File: config.mk
export PLATFORM = sky130hd
export DESIGN_NAME = alarm_buzzer_controller
export DESIGN_NICKNAME = d
export VERILOG_FILES = /design/src/rtl/alarm_pkg.sv /design/src/rtl/buzzer_tone_gen.sv /design/src/rtl/alarm_buzzer_controller.sv
export SDC_FILE = /design/constraint.sdc
export NUM_CORES = 1
export LEC_CHECK = 0
export CORE_UTILIZATION = 40
export CTS_BUF_LIST = sky130_fd_sc_hd__clkbuf_8
export DETAILED_ROUTE_END_ITERATION = 10
export GPL_ROUTABILITY_DRIVEN = 0
export PLACE_DENSITY = 0.63
export SYNTH_ARGS = -nofsm -noshare
export SYNTH_HDL_FRONTEND = slang
export SYNTH_SLANG_ARGS = --single-unit
File: constraint.sdc
create_clock -name clk -period 2.29 [get_ports clk]
set_input_delay 0.3435 -clock clk [delete_from_list [all_inputs] [get_ports clk]]
set_output_delay 0.3435 -clock clk [all_outputs]
set_load 0.02 [all_outputs]
File: src/rtl/alarm_pkg.sv
`default_nettype none
// ============================================================================
// Module      : alarm_pkg
// Description : Shared types and timing helpers for the alarm buzzer block.
// Revision    : 1.0 - initial release
// ============================================================================
package alarm_pkg;

    localparam int DATA_W  = 16;
    localparam int STATE_W = 2;

    typedef enum logic [STATE_W-1:0] {
        IDLE     = 2'd0,
        ARMING   = 2'd1,
        ALARM    = 2'd2,
        CLEARING = 2'd3
    } alarm_state_t;

    // Clock cycles per half period of the buzzer square wave.
    function automatic int tone_half(input int clk_hz, input int tone_hz);
        return clk_hz / (2 * tone_hz);
    endfunction

    // Clock cycles per tone-on / tone-off beat phase.
    function automatic int beat_cyc(input int clk_hz, input int beat_ms);
        return clk_hz / 1000 * beat_ms;
    endfunction

endpackage
`default_nettype wire

File: src/rtl/buzzer_tone_gen.sv
`default_nettype none
// ============================================================================
// Module      : buzzer_tone_gen
// Description : Square-wave tone divider gated by an on/off beat cadence.
// Revision    : 1.0 - initial release
// ============================================================================
module buzzer_tone_gen #(
    parameter int TONE_HALF = 5,
    parameter int BEAT_CYC  = 20
) (
    input  logic clk,
    input  logic reset,
    input  logic enable,
    input  logic restart,
    output logic tone_gated
);

    localparam int c_TONE_W = (TONE_HALF > 1) ? $clog2(TONE_HALF) : 1;
    localparam int c_BEAT_W = (BEAT_CYC > 1) ? $clog2(BEAT_CYC) : 1;
    localparam logic [c_TONE_W-1:0] c_TONE_LAST = c_TONE_W'(TONE_HALF - 1);
    localparam logic [c_BEAT_W-1:0] c_BEAT_LAST = c_BEAT_W'(BEAT_CYC - 1);

    logic [c_TONE_W-1:0] r_tone_cnt, w_tone_cnt_nxt;
    logic [c_BEAT_W-1:0] r_beat_cnt, w_beat_cnt_nxt;
    logic                r_tone, w_tone_nxt;
    logic                r_beat_on, w_beat_on_nxt;

    always_comb begin
        w_tone_cnt_nxt = r_tone_cnt;
        w_beat_cnt_nxt = r_beat_cnt;
        w_tone_nxt     = r_tone;
        w_beat_on_nxt  = r_beat_on;
        if (restart) begin
            w_tone_cnt_nxt = '0;
            w_beat_cnt_nxt = '0;
            w_tone_nxt     = 1'b1;
            w_beat_on_nxt  = 1'b1;
        end else if (enable) begin
            if (r_tone_cnt == c_TONE_LAST) begin
                w_tone_cnt_nxt = '0;
                w_tone_nxt     = ~r_tone;
            end else begin
                w_tone_cnt_nxt = r_tone_cnt + c_TONE_W'(1);
            end
            if (r_beat_cnt == c_BEAT_LAST) begin
                w_beat_cnt_nxt = '0;
                w_beat_on_nxt  = ~r_beat_on;
            end else begin
                w_beat_cnt_nxt = r_beat_cnt + c_BEAT_W'(1);
            end
        end
    end

    always_ff @(posedge clk or posedge reset) begin
        if (reset) begin
            r_tone_cnt <= '0;
            r_beat_cnt <= '0;
            r_tone     <= 1'b0;
            r_beat_on  <= 1'b0;
        end else begin
            r_tone_cnt <= w_tone_cnt_nxt;
            r_beat_cnt <= w_beat_cnt_nxt;
            r_tone     <= w_tone_nxt;
            r_beat_on  <= w_beat_on_nxt;
        end
    end

    // Gate value for the coming cycle, so the parent can register it in step.
    assign tone_gated = w_tone_nxt & w_beat_on_nxt;

endmodule
`default_nettype wire

File: src/rtl/alarm_buzzer_controller.sv
`default_nettype none
// ============================================================================
// Module      : alarm_buzzer_controller
// Description : Threshold/persistence alarm FSM with hysteresis, mute and
//               beat-gated buzzer tone.
// Revision    : 1.0 - initial release
// ============================================================================
module alarm_buzzer_controller
    import alarm_pkg::*;
#(
    parameter int                CLK_HZ  = 50000000,
    parameter int                TONE_HZ = 2000,
    parameter int                BEAT_MS = 250,
    parameter int                PERSIST = 4,
    parameter logic [DATA_W-1:0] HYST    = 16'd1
) (
    input  logic               clk,
    input  logic               reset,
    input  logic               sample_valid,
    input  logic [DATA_W-1:0]  selected_data,
    input  logic [DATA_W-1:0]  threshold,
    input  logic               mute_req,
    output logic               buzzer,
    output logic               alarm_active,
    output logic               muted,
    output logic [STATE_W-1:0] state_dbg
);

    localparam int c_TONE_HALF = tone_half(CLK_HZ, TONE_HZ);
    localparam int c_BEAT_CYC  = beat_cyc(CLK_HZ, BEAT_MS);
    localparam int c_CNT_W     = (PERSIST > 1) ? $clog2(PERSIST) : 1;
    localparam logic [c_CNT_W-1:0] c_CNT_LAST = c_CNT_W'(PERSIST - 1);
    localparam logic [c_CNT_W-1:0] c_CNT_ONE  = c_CNT_W'(1);

    alarm_state_t        r_state, w_state_nxt;
    logic [c_CNT_W-1:0]  r_cnt, w_cnt_nxt;
    logic                r_muted, w_muted_nxt;
    logic                r_buzzer;
    logic [DATA_W-1:0]   w_thr_lo;
    logic                w_above, w_below;
    logic                w_active_nxt, w_restart, w_tone_gated;

    // Saturating low threshold: with threshold < HYST nothing is ever below.
    assign w_thr_lo = (threshold >= HYST) ? (threshold - HYST) : '0;
    assign w_above  = (selected_data >= threshold);
    assign w_below  = (selected_data < w_thr_lo);

    always_comb begin
        w_state_nxt = r_state;
        w_cnt_nxt   = r_cnt;
        if (sample_valid) begin
            case (r_state)
                IDLE: begin
                    if (w_above) begin
                        if (PERSIST == 1) begin
                            w_state_nxt = ALARM;
                            w_cnt_nxt   = '0;
                        end else begin
                            w_state_nxt = ARMING;
                            w_cnt_nxt   = c_CNT_ONE;
                        end
                    end
                end
                ARMING: begin
                    if (!w_above) begin
                        w_state_nxt = IDLE;
                        w_cnt_nxt   = '0;
                    end else if (r_cnt == c_CNT_LAST) begin
                        w_state_nxt = ALARM;
                        w_cnt_nxt   = '0;
                    end else begin
                        w_cnt_nxt   = r_cnt + c_CNT_ONE;
                    end
                end
                ALARM: begin
                    w_cnt_nxt = '0;
                    if (w_below) begin
                        if (PERSIST == 1) begin
                            w_state_nxt = IDLE;
                        end else begin
                            w_state_nxt = CLEARING;
                            w_cnt_nxt   = c_CNT_ONE;
                        end
                    end
                end
                CLEARING: begin
                    if (!w_below) begin
                        w_state_nxt = ALARM;
                        w_cnt_nxt   = '0;
                    end else if (r_cnt == c_CNT_LAST) begin
                        w_state_nxt = IDLE;
                        w_cnt_nxt   = '0;
                    end else begin
                        w_cnt_nxt   = r_cnt + c_CNT_ONE;
                    end
                end
                default: begin
                    w_state_nxt = IDLE;
                    w_cnt_nxt   = '0;
                end
            endcase
        end
    end

    assign alarm_active = (r_state == ALARM) || (r_state == CLEARING);
    assign w_active_nxt = (w_state_nxt == ALARM) || (w_state_nxt == CLEARING);
    // Only a fresh alarm restarts the cadence; CLEARING -> ALARM keeps it running.
    assign w_restart    = w_active_nxt & ~alarm_active;
    assign w_muted_nxt  = (w_state_nxt == IDLE) ? 1'b0 : (r_muted | (mute_req & alarm_active));

    buzzer_tone_gen #(
        .TONE_HALF (c_TONE_HALF),
        .BEAT_CYC  (c_BEAT_CYC)
    ) u_tone_gen (
        .clk        (clk),
        .reset      (reset),
        .enable     (alarm_active),
        .restart    (w_restart),
        .tone_gated (w_tone_gated)
    );

    always_ff @(posedge clk or posedge reset) begin
        if (reset) begin
            r_state  <= IDLE;
            r_cnt    <= '0;
            r_muted  <= 1'b0;
            r_buzzer <= 1'b0;
        end else begin
            r_state  <= w_state_nxt;
            r_cnt    <= w_cnt_nxt;
            r_muted  <= w_muted_nxt;
            r_buzzer <= w_active_nxt & w_tone_gated & ~w_muted_nxt;
        end
    end

    assign buzzer    = r_buzzer;
    assign muted     = r_muted;
    assign state_dbg = r_state;

endmodule
`default_nettype wire

# Word level (Yosys, flattened, before mapping)
# Cells that the tools add are included.
dict set report word_totals {
  regBits 46
  out_inout_bits 5
}
dict set report op_classes {
  add_sub_neg 4
  n_lt_le_gt_ge 3
  n_eq_ne 9
  mux 28
  n_bitwise 10
  reduce_logical 6
}
# op n
set op_table {}
lappend op_table {{$mux W24} 3}
lappend op_table {{$mux W14} 3}
lappend op_table {{$add A24 B1 Y24 const B} 1}
lappend op_table {{$eq A24 B24 Y1 const B} 1}
lappend op_table {{$mux W2} 11}
lappend op_table {{$ge A16 B1 Y1 const B} 1}
lappend op_table {{$ge A16 B16 Y1} 1}
lappend op_table {{$lt A16 B16 Y1} 1}
lappend op_table {{$mux W16} 1}
lappend op_table {{$pmux W2 S4} 2}
lappend op_table {{$sub A16 B1 Y16 const B} 1}
lappend op_table {{$add A14 B1 Y14 const B} 1}
lappend op_table {{$eq A14 B14 Y1 const B} 1}
lappend op_table {{$eq A2 B2 Y1 const B} 5}
lappend op_table {{$mux W1} 8}
lappend op_table {{$and A1 B1 Y1} 5}
lappend op_table {{$logic_not A2 Y1} 2}
lappend op_table {{$not A1 Y1} 4}
lappend op_table {{$add A2 B1 Y2 const B} 1}
lappend op_table {{$eq A2 B1 Y1 const B} 1}
lappend op_table {{$logic_or A1 B1 Y1} 2}
lappend op_table {{$ne A2 B2 Y1 const B} 1}
lappend op_table {{$reduce_and A2 Y1} 1}
lappend op_table {{$reduce_bool A2 Y1} 1}
lappend op_table {{$or A1 B1 Y1} 1}

# Depth between registers and ports, before layout
# Gate-level depths: netlist of run 1.
dict set report depth {
  word_depth 13
  mapped_depth 16
}

# Hierarchy
# Synthesis of run 1 repeated with hierarchy kept, for this count alone.
dict set report unflattened {
  hier_cells 441
  hier_area_um2 3731.1
}
# module instances cells_each area_each_um2 seq_area_each_um2
set modules_own_cells {}
lappend modules_own_cells {buzzer_tone_gen 1 251 2269.7 1001.0}
lappend modules_own_cells {alarm_buzzer_controller 1 190 1461.4 150.1}

# Worst setup path after synthesis of run 1
# No wires, ideal clock.
dict set report synth_timing {
  path_kind {input to register}
  startpoint {input threshold[3]}
  endpoint {register r_muted (netlist: muted)}
  arrival_time_ps 3615
  required_ps 2217
  setup_slack_ps -1399
  stages 14
  path_buffers 0
  cell_sequence {nor2_1 nand3_1 or3_1 nor3_1 nand4_1 xnor2_1 nand2_1 ha_1 and4_1 a2111oi_0 o31ai_4 or2_1 o311a_2 a21oi_2}
}
dict set report synth_via {
  elab_chain_cells 8
  elab_cells_between_ends 13
}
# item line_no
set synth_rtl {}
lappend synth_rtl {{from (decl)} alarm_buzzer_controller.sv:21} ;# input logic [DATA_W-1:0] threshold,
lappend synth_rtl {{$sub A16 B1 Y16 / $ge A16 B1 Y1 (equally long branches)} alarm_buzzer_controller.sv:44} ;# assign w_thr_lo = (threshold >= HYST) ? (threshold - HYST) : '0;
lappend synth_rtl {{$mux W16} alarm_buzzer_controller.sv:44}
lappend synth_rtl {{$lt A16 B16 Y1} alarm_buzzer_controller.sv:46} ;# assign w_below = (selected_data < w_thr_lo);
lappend synth_rtl {{$mux W2 (on tied branches)} {alarm_buzzer_controller.sv:87, alarm_buzzer_controller.sv:77}}
lappend synth_rtl {{$pmux W2 S4 *} alarm_buzzer_controller.sv:52} ;# case (r_state)
lappend synth_rtl {{$mux W2 *} alarm_buzzer_controller.sv:51} ;# if (sample_valid) begin
lappend synth_rtl {{$logic_not A2 Y1 *} alarm_buzzer_controller.sv:109} ;# assign w_muted_nxt = (w_state_nxt == IDLE) ? 1'b0 : (r_muted | (mute_req & alarm_active));
lappend synth_rtl {{$mux W1 *} alarm_buzzer_controller.sv:109}
lappend synth_rtl {{via w_muted_nxt} alarm_buzzer_controller.sv:37} ;# logic r_muted, w_muted_nxt;
lappend synth_rtl {{to (signal assigned)} alarm_buzzer_controller.sv:131} ;# r_muted <= w_muted_nxt;
lappend synth_rtl {{to (decl)} alarm_buzzer_controller.sv:37}
# The timed path passes the listed nets; every way through them passes the cells marked *.
# A chain may end at the register's enable or synchronous reset.

# Final worst setup path of run 1
dict set report layout_timing {
  startpoint {input threshold[2]}
  endpoint {register r_muted (netlist: muted)}
}
# Same word-level chain as after synthesis.

==> results of run 1 <==
## power by group
| group | switching [mW] | total, mW | internal, mW |
|---|---|---|---|
| combinational | 1.08 | 2.09 | 1.01 |
| clock | 0.287 | 0.753 | 0.466 |
| sequential | 0.183 | 1.17 | 0.985 |
| total | 1.55 | 4.01 | 2.46 |
## state kept, by name (all words and copies together), names as in the netlist
signal,cells
u_tone_gen.r_beat_cnt,24
u_tone_gen.r_tone_cnt,14
u_tone_gen.r_beat_on,1
r_cnt,2
u_tone_gen.r_tone,1
state_dbg,2
buzzer,1
muted,1
## metal layers
layer  vias to the layer above  track usage [%]  wire length [um]
met5                         -                0                 0
met4                         0             8.21               243
met2                       101             42.6              5450
met3                        21             3.43               445
met1                      1804             29.0              4520
li1                       1798                -                 -
## path summary, 6_finish.rpt
path,slack (ps),cells after the start,endpoint,start
min reg2reg,480,1,u_tone_gen.r_beat_cnt[23]$_DFFE_PP0P_,u_tone_gen.r_beat_cnt[23]$_DFFE_PP0P_
max,-730,16,muted$_DFF_PP0_,threshold[2]
min,480,1,u_tone_gen.r_beat_cnt[23]$_DFFE_PP0P_,u_tone_gen.r_beat_cnt[23]$_DFFE_PP0P_
min in group asynchronous,500,3,u_tone_gen.r_tone_cnt[3]$_DFFE_PP0P_,reset
max in group asynchronous,1380,3,u_tone_gen.r_beat_cnt[5]$_DFFE_PP0P_,reset
max reg2reg,140,9,u_tone_gen.r_beat_cnt[8]$_DFFE_PP0P_,u_tone_gen.r_beat_cnt[0]$_DFFE_PP0P_
## synth_stat cells, types with 2 or more instances
library cell  count
o41ai_1           4
nand3_1          22
a2111oi_0         2
nand2_1          50
or3_1             4
and2_1            4
xor2_1            4
a211oi_1          3
nor4_1            3
a21oi_1          24
nand3b_1          2
buf_2             3
nand2b_1          5
a22o_2            2
a22o_1            4
dfrtp_1          46
xnor2_1           9
o21ai_0          56
nor3_1            8
ha_1             36
nor4b_1           2
inv_1            30
a31oi_1           4
a22oi_1           2
and3_1            8
clkbuf_1          9
o31ai_1          10
and4_1            2
nor2_1           40
nand4_1          13
## placed cells by master (no fill, tap or decap), drive strengths merged, types with 5 or more instances in the layout
master / instances
buf: 80
o21ai: 58
nand2: 51
dfrtp: 46
nor2: 40
ha: 36
inv: 29
a21oi: 25
nand3: 22
clkdlybuf4s50: 14
nand4: 13
o31ai: 11
dlygate4sd2: 10
clkbuf: 10
xnor2: 9
and3: 8
nor3: 8
a22o: 6
nand2b: 5
clkdlybuf4s15: 5
## timing repair
action                                  in CTS  in global routing
gates cloned                                 4                  2
hold buffers                                 0                  0
pin swaps                                   28                 30
endpoints found under the setup margin      46                 41
gates resized for setup                    107                 68
setup buffers                                7                  8
## kinds of logic (layout without fill, tap and decap cells)
logic type | Yosys count | in the layout
and+or+nand+nor | 169 | 170
AOI/OAI and AO/OA | 125 | 125
DFF | 46 | 46
buffers and inverters | 42 | 152
adders and majority gates | 36 | 36
xor gates and xnor gates | 13 | 13
muxes | 1 | 1
## stage by stage
step                cells  setup slack, ps
global placement      621            -1320
detailed placement    621            -1460
CTS                   640             -690
floorplan             432             -773
finish                648             -728
global route          648             -927
## cell type report
type	count	area (um2)
clock buffer	6	82.6
clock inverter	2	60.1
fill	710	3080
inverter	30	116
multi-input combinational	345	2650
sequential	46	1150
tap	105	131
timing repair buffer	114	1080
==> flow_metrics.tcl, run 1 <==
set metrics [dict create \
    outcome "finished, violations left" \
    violations "setup timing" \
    placed_area_um2 4500 \
    maxSlewHeadroom_pct 60.8 \
    p_leak_nw 2.27 \
    ant_nets 0 \
    finalInstanceArea_um2 5270 \
    grt_max_degree 47 \
    diodes 0 \
    min_period_ps 3020 \
    path_class "in -> reg" \
    port_buffers 40 \
    synth.area.top_cells "dfrtp_1 (33%), ha_1 (13%), o21ai_0 (8.0%)" \
    synth_cell_types 51 \
    worst-slew-pin-transition_ps 588 \
    synthAdderAreaFrac_pct 12.8 \
    fin_skew_ps 16.5 \
    clock_latency_ps 310 \
    wl_per_cell_um 16.4 \
    hpwlAfterDp_um 6840 \
    grt-ovfl-total 0 \
    yosys.area.top_type "dfrtp_1" \
    wirelength_um 10700 \
    area_delta_synth_final_pct 50.2 \
    synth-compound-area-share_pct 22.7 \
    drtIter0Drc 153 \
    whs_ps 478 \
    report.final.hold_viol_count 0 \
    crit_path_top_delay_cell "a2111oi_4" \
    synth-edff-count 0 \
    grt_pass1_vias 3677 \
    synth_cells 432 \
    max_stage_delay_ps 390 \
    arrival_ps 3260 \
    cts_tree "yes" \
    ys_ff_latch 46 \
    final_core_util_pct 63.1 \
    start_util_pct 42.0 \
    syn_avg_cell_area_um2 8.12 \
    drc 0 \
    yosysWarnings 0 \
    p_total_mw 4.01 \
    num_rows 33 \
    synth_nets 504 \
    synth_top_area_share_pct 32.8 \
    finalSetupViolCount 6 \
    track_usage_pct 23.8 \
    fmax_mhz 331 \
    fp.dieArea_um2 9140 \
    grt_pass1_wl_um 16900 \
    ys.flop_type "dfrtp_1" \
    max-vdd-ir-drop_v 0.000753 \
    cp_max_fo 5 \
    worstPathRequired_ps 2530 \
    seq_area_frac_synth_pct 32.8 \
    synthArstFlopShare_pct 100 \
    drive_gt1_share_pct 32.0 \
    power_density_nw_per_um2 762 \
    clockRootBuffer "clkbuf_8" \
    setup_ws_ps -728 \
    io_pins 41 \
    worstSetupEndpointType "flip-flop" \
    synth-simple-area-share_pct 23.4 \
    clock-sinks 46 \
    crit_buf_inv 1 \
    synth_top_family_by_area "simple AND/OR/NAND/NOR gates" \
    slew_viol_final 0 \
    setup_tns_ps -3910 \
    cts_buffers 5 \
    crit_chain "buf_6 -> nor2_4 -> nand3_2 -> or3_4 -> nor3_4 -> nand2_1 -> xnor2_1 -> nand2_1 -> ha_4 -> a21oi_2 -> o21ai_2 -> a2111oi_4 -> o31ai_4 -> or2_1 -> o311a_4 -> a21oi_2" \
    coreArea_um2 8340 \
    via_per_inst 5.75 \
    vias 3724 \
    crit_family "simple AND/OR/NAND/NOR gates" \
    clock_path_buffers 2 \
    grt_antenna_before_repair 0 \
    holdCritPathClass "reg -> reg" \
    rsz0062_at_grt "true" \
    fp.dieH_um 95.6 \
    clkTransAtPathRegs_ps 90 \
    critPathLaunchType "input pin" \
    cts_max_level 2 \
    period_share_pct 132 \
    firstDrtPassIters 5 \
    die_x_um 95.6 \
    cap_violations 0 \
    nets 614 \
    synth-xor-area-share_pct 3.25 \
    syn_area_um2 3510 \
    synthMuxAreaShare_pct 0.286 \
]
No activity file was read; power rests on OpenSTA's default activity.
==> run 2: changes to the inputs <==
--- a/config.mk
+++ b/config.mk
@@ -5,11 +5,12 @@
 export SDC_FILE = /design/constraint.sdc
 export NUM_CORES = 1
 export LEC_CHECK = 0
-export CORE_UTILIZATION = 40
+export CORE_UTILIZATION = 59
 export CTS_BUF_LIST = sky130_fd_sc_hd__clkbuf_8
+export CTS_CLUSTER_SIZE = 30
 export DETAILED_ROUTE_END_ITERATION = 10
 export GPL_ROUTABILITY_DRIVEN = 0
-export PLACE_DENSITY = 0.63
+export PLACE_DENSITY = 0.86
 export SYNTH_ARGS = -nofsm -noshare
 export SYNTH_HDL_FRONTEND = slang
 export SYNTH_SLANG_ARGS = --single-unit
==> constraint.sdc (replaced) <==
create_clock -name clk -period 3.4 [get_ports clk]
set_input_delay 0.51 -clock clk [delete_from_list [all_inputs] [get_ports clk]]
set_output_delay 0.51 -clock clk [all_outputs]
set_load 0.02 [all_outputs]
==> run 2 against run 1 <==
  * The run now ends clean
  * Critical path type unchanged
  * Hold slack is essentially flat
  * Non-clock buffer count shrank 37
  * First-iteration DRC count grew to 3.0 times the previous value
  * Final cell count shrank 11%
  * Core utilization grew 18 points
  * Clock skew shrank 11 ps
  * Largest cell class unchanged
==> flow_metrics.tcl, run 2 (synthesized netlist as in run 1, its figures left out) <==
set metrics [dict create \
    outcome "finished clean" \
    clock_latency_ps 300 \
    regArea_um2 1150 \
    setup_ws_ps 0.902 \
    dp_slack_ps -607 \
    nets 577 \
    largest_register_ffs 24 \
    grt_pass1_vias 3265 \
    period_share_pct 100 \
    worstSetupEndpointType "flip-flop" \
    clkTransAtPathRegs_ps 90 \
    path_class "in -> reg" \
    grtUsageMet1_pct 40.6 \
    min_period_ps 3400 \
    port_buffers 40 \
    fin_skew_ps 5.21 \
    final_common_cell "o21ai_0" \
    mostFrequentLayoutCells "o21ai_0 (55), nand2_1 (48), dfrtp_1 (46)" \
    largestRegisters "u_tone_gen.r_beat_cnt x24, u_tone_gen.r_tone_cnt x14" \
    cts_buffers 5 \
    multiInputGateArea_um2 2380 \
    max_stage_delay_ps 560 \
    grt-ovfl-total 0 \
    io_pins 41 \
    slew_viol_final 0 \
    maxSlewHeadroom_pct 30.0 \
    p_total_mw 2.12 \
    placed_cells 563 \
    wirelength_um 10000 \
    cts_hold_buf 0 \
    grt_max_degree 41 \
    power_density_nw_per_um2 468 \
    via_per_inst 6.49 \
    report.final.hold_viol_count 0 \
    wl_per_cell_um 17.3 \
    whs_ps 478 \
    start_util_pct 62.5 \
    crit_path_top_delay_cell "or4_4" \
    clock_path_buffers 2 \
    fmax_mhz 294 \
    fp.dieArea_um2 6250 \
    cts_tree "yes" \
    use_met2_pct 50.8 \
    area_delta_synth_final_pct 29.5 \
    gr-usage-met3_pct 4.02 \
    fillers 319 \
    grt-busiest-layer "met2" \
    firstDrtPassIters 5 \
    arrival_ps 3630 \
    max-vdd-ir-drop_v 0.000509 \
    drive_gt1_share_pct 16.4 \
    fp.dieH_um 79.1 \
    placed_area_um2 4210 \
    coreArea_um2 5610 \
    finalInstanceArea_um2 4540 \
    drtIter0Drc 465 \
    vias 3752 \
    die_x_um 79.1 \
    finalSetupViolCount 0 \
    ant_nets 0 \
    track_usage_pct 29.8 \
    grt_antenna_before_repair 0 \
    regMostFlops "u_tone_gen.r_beat_cnt" \
    crit_chain "dlymetal6s2s_1 -> or4_4 -> a2111oi_4 -> buf_4 -> buf_4 -> nor3_1 -> a21oi_1 -> ha_1 -> and4_4 -> a2111oi_4 -> o31ai_4 -> or2_1 -> o311a_4 -> a21oi_2" \
    drc 0 \
    cap_violations 0 \
    critPathLaunchType "input pin" \
    grt_pass1_wl_um 14900 \
    worst-slew-pin-transition_ps 1040 \
    clockRootBuffer "clkbuf_8" \
    hpwlAfterDp_um 6300 \
    finalNonFillerCells 578 \
    cp_max_fo 5 \
    num_rows 27 \
    worstPathRequired_ps 3630 \
    diodes 0 \
    p_leak_nw 2.03 \
    clock-sinks 46 \
    holdCritPathClass "reg -> reg" \
    cts_max_level 2 \
]
-- run 2: final timing paths --
check	end	cells past startpoint	start	slack, ps
worst max register to register	u_tone_gen.r_beat_cnt[16]$_DFFE_PP0P_	7	u_tone_gen.r_beat_cnt[0]$_DFFE_PP0P_	870
worst min register to register	u_tone_gen.r_beat_cnt[23]$_DFFE_PP0P_	1	u_tone_gen.r_beat_cnt[23]$_DFFE_PP0P_	480
min in group asynchronous	u_tone_gen.r_beat_cnt[17]$_DFFE_PP0P_	2	reset	640
max in group asynchronous	u_tone_gen.r_tone_cnt[7]$_DFFE_PP0P_	3	reset	2030
worst min-delay path	u_tone_gen.r_beat_cnt[23]$_DFFE_PP0P_	1	u_tone_gen.r_beat_cnt[23]$_DFFE_PP0P_	480
worst max-delay path	muted$_DFF_PP0_	14	threshold[11]	0.9
-- run 2: final cells by class --
cell class	instances	share of cell area [%]
multi-input combinational	345	52.4
sequential	46	25.4
timing repair buffer	77	15.8
inverter	30	2.48
tap	72	1.98
clock buffer	6	1.82
clock inverter	2	0.193
-- run 2: worst max-delay path, delay by kind of cell --
kind | cells | cell delay [ps]
AOI/OAI and AO/OA | 6 | 1300
and+or+nand+nor | 4 | 1060
buffers and inverters | 3 | 470
adders and majority gates | 1 | 280
-- run 2: what timing repair did --
item	CTS	global route
gates cloned	1	0
pin swaps	11	28
hold endpoints to repair	0	0
buffers inserted	2	4
resized for setup	18	31
endpoints found under the setup margin	6	6
-- run 2: through the flow --
stage | util [%] | TNS [ps]
after global placement | 75.1 | -2120
after floorplan | - | 0
after detailed placement | 75.1 | -3180
after global routing | 81.0 | -236
after CTS | 77.7 | 0
final | 81.0 | 0
-- run 2: routing by layer --
layer  vias to the layer above  wire, um
met5                         -         0
met2                       186      4890
met1                      1805      4160
li1                       1723         -
met3                        38       637
met4                         0       313
-- run 2: report_power, final --
part / internal (mW) / total, mW / switching (mW)
combinational: 0.410 / 0.961 / 0.551
sequential: 0.663 / 0.818 / 0.155
clock: 0.161 / 0.346 / 0.184
==> run 3: changes to the inputs <==
--- a/config.mk
+++ b/config.mk
@@ -10,6 +10,7 @@
 export CTS_CLUSTER_SIZE = 30
 export DETAILED_ROUTE_END_ITERATION = 10
 export GPL_ROUTABILITY_DRIVEN = 0
+export HOLD_SLACK_MARGIN = 0.08
 export PLACE_DENSITY = 0.86
 export SYNTH_ARGS = -nofsm -noshare
 export SYNTH_HDL_FRONTEND = slang
==> results of run 3 <==
Same layout as run 2: the final DEF is identical, and so are final timing and power.
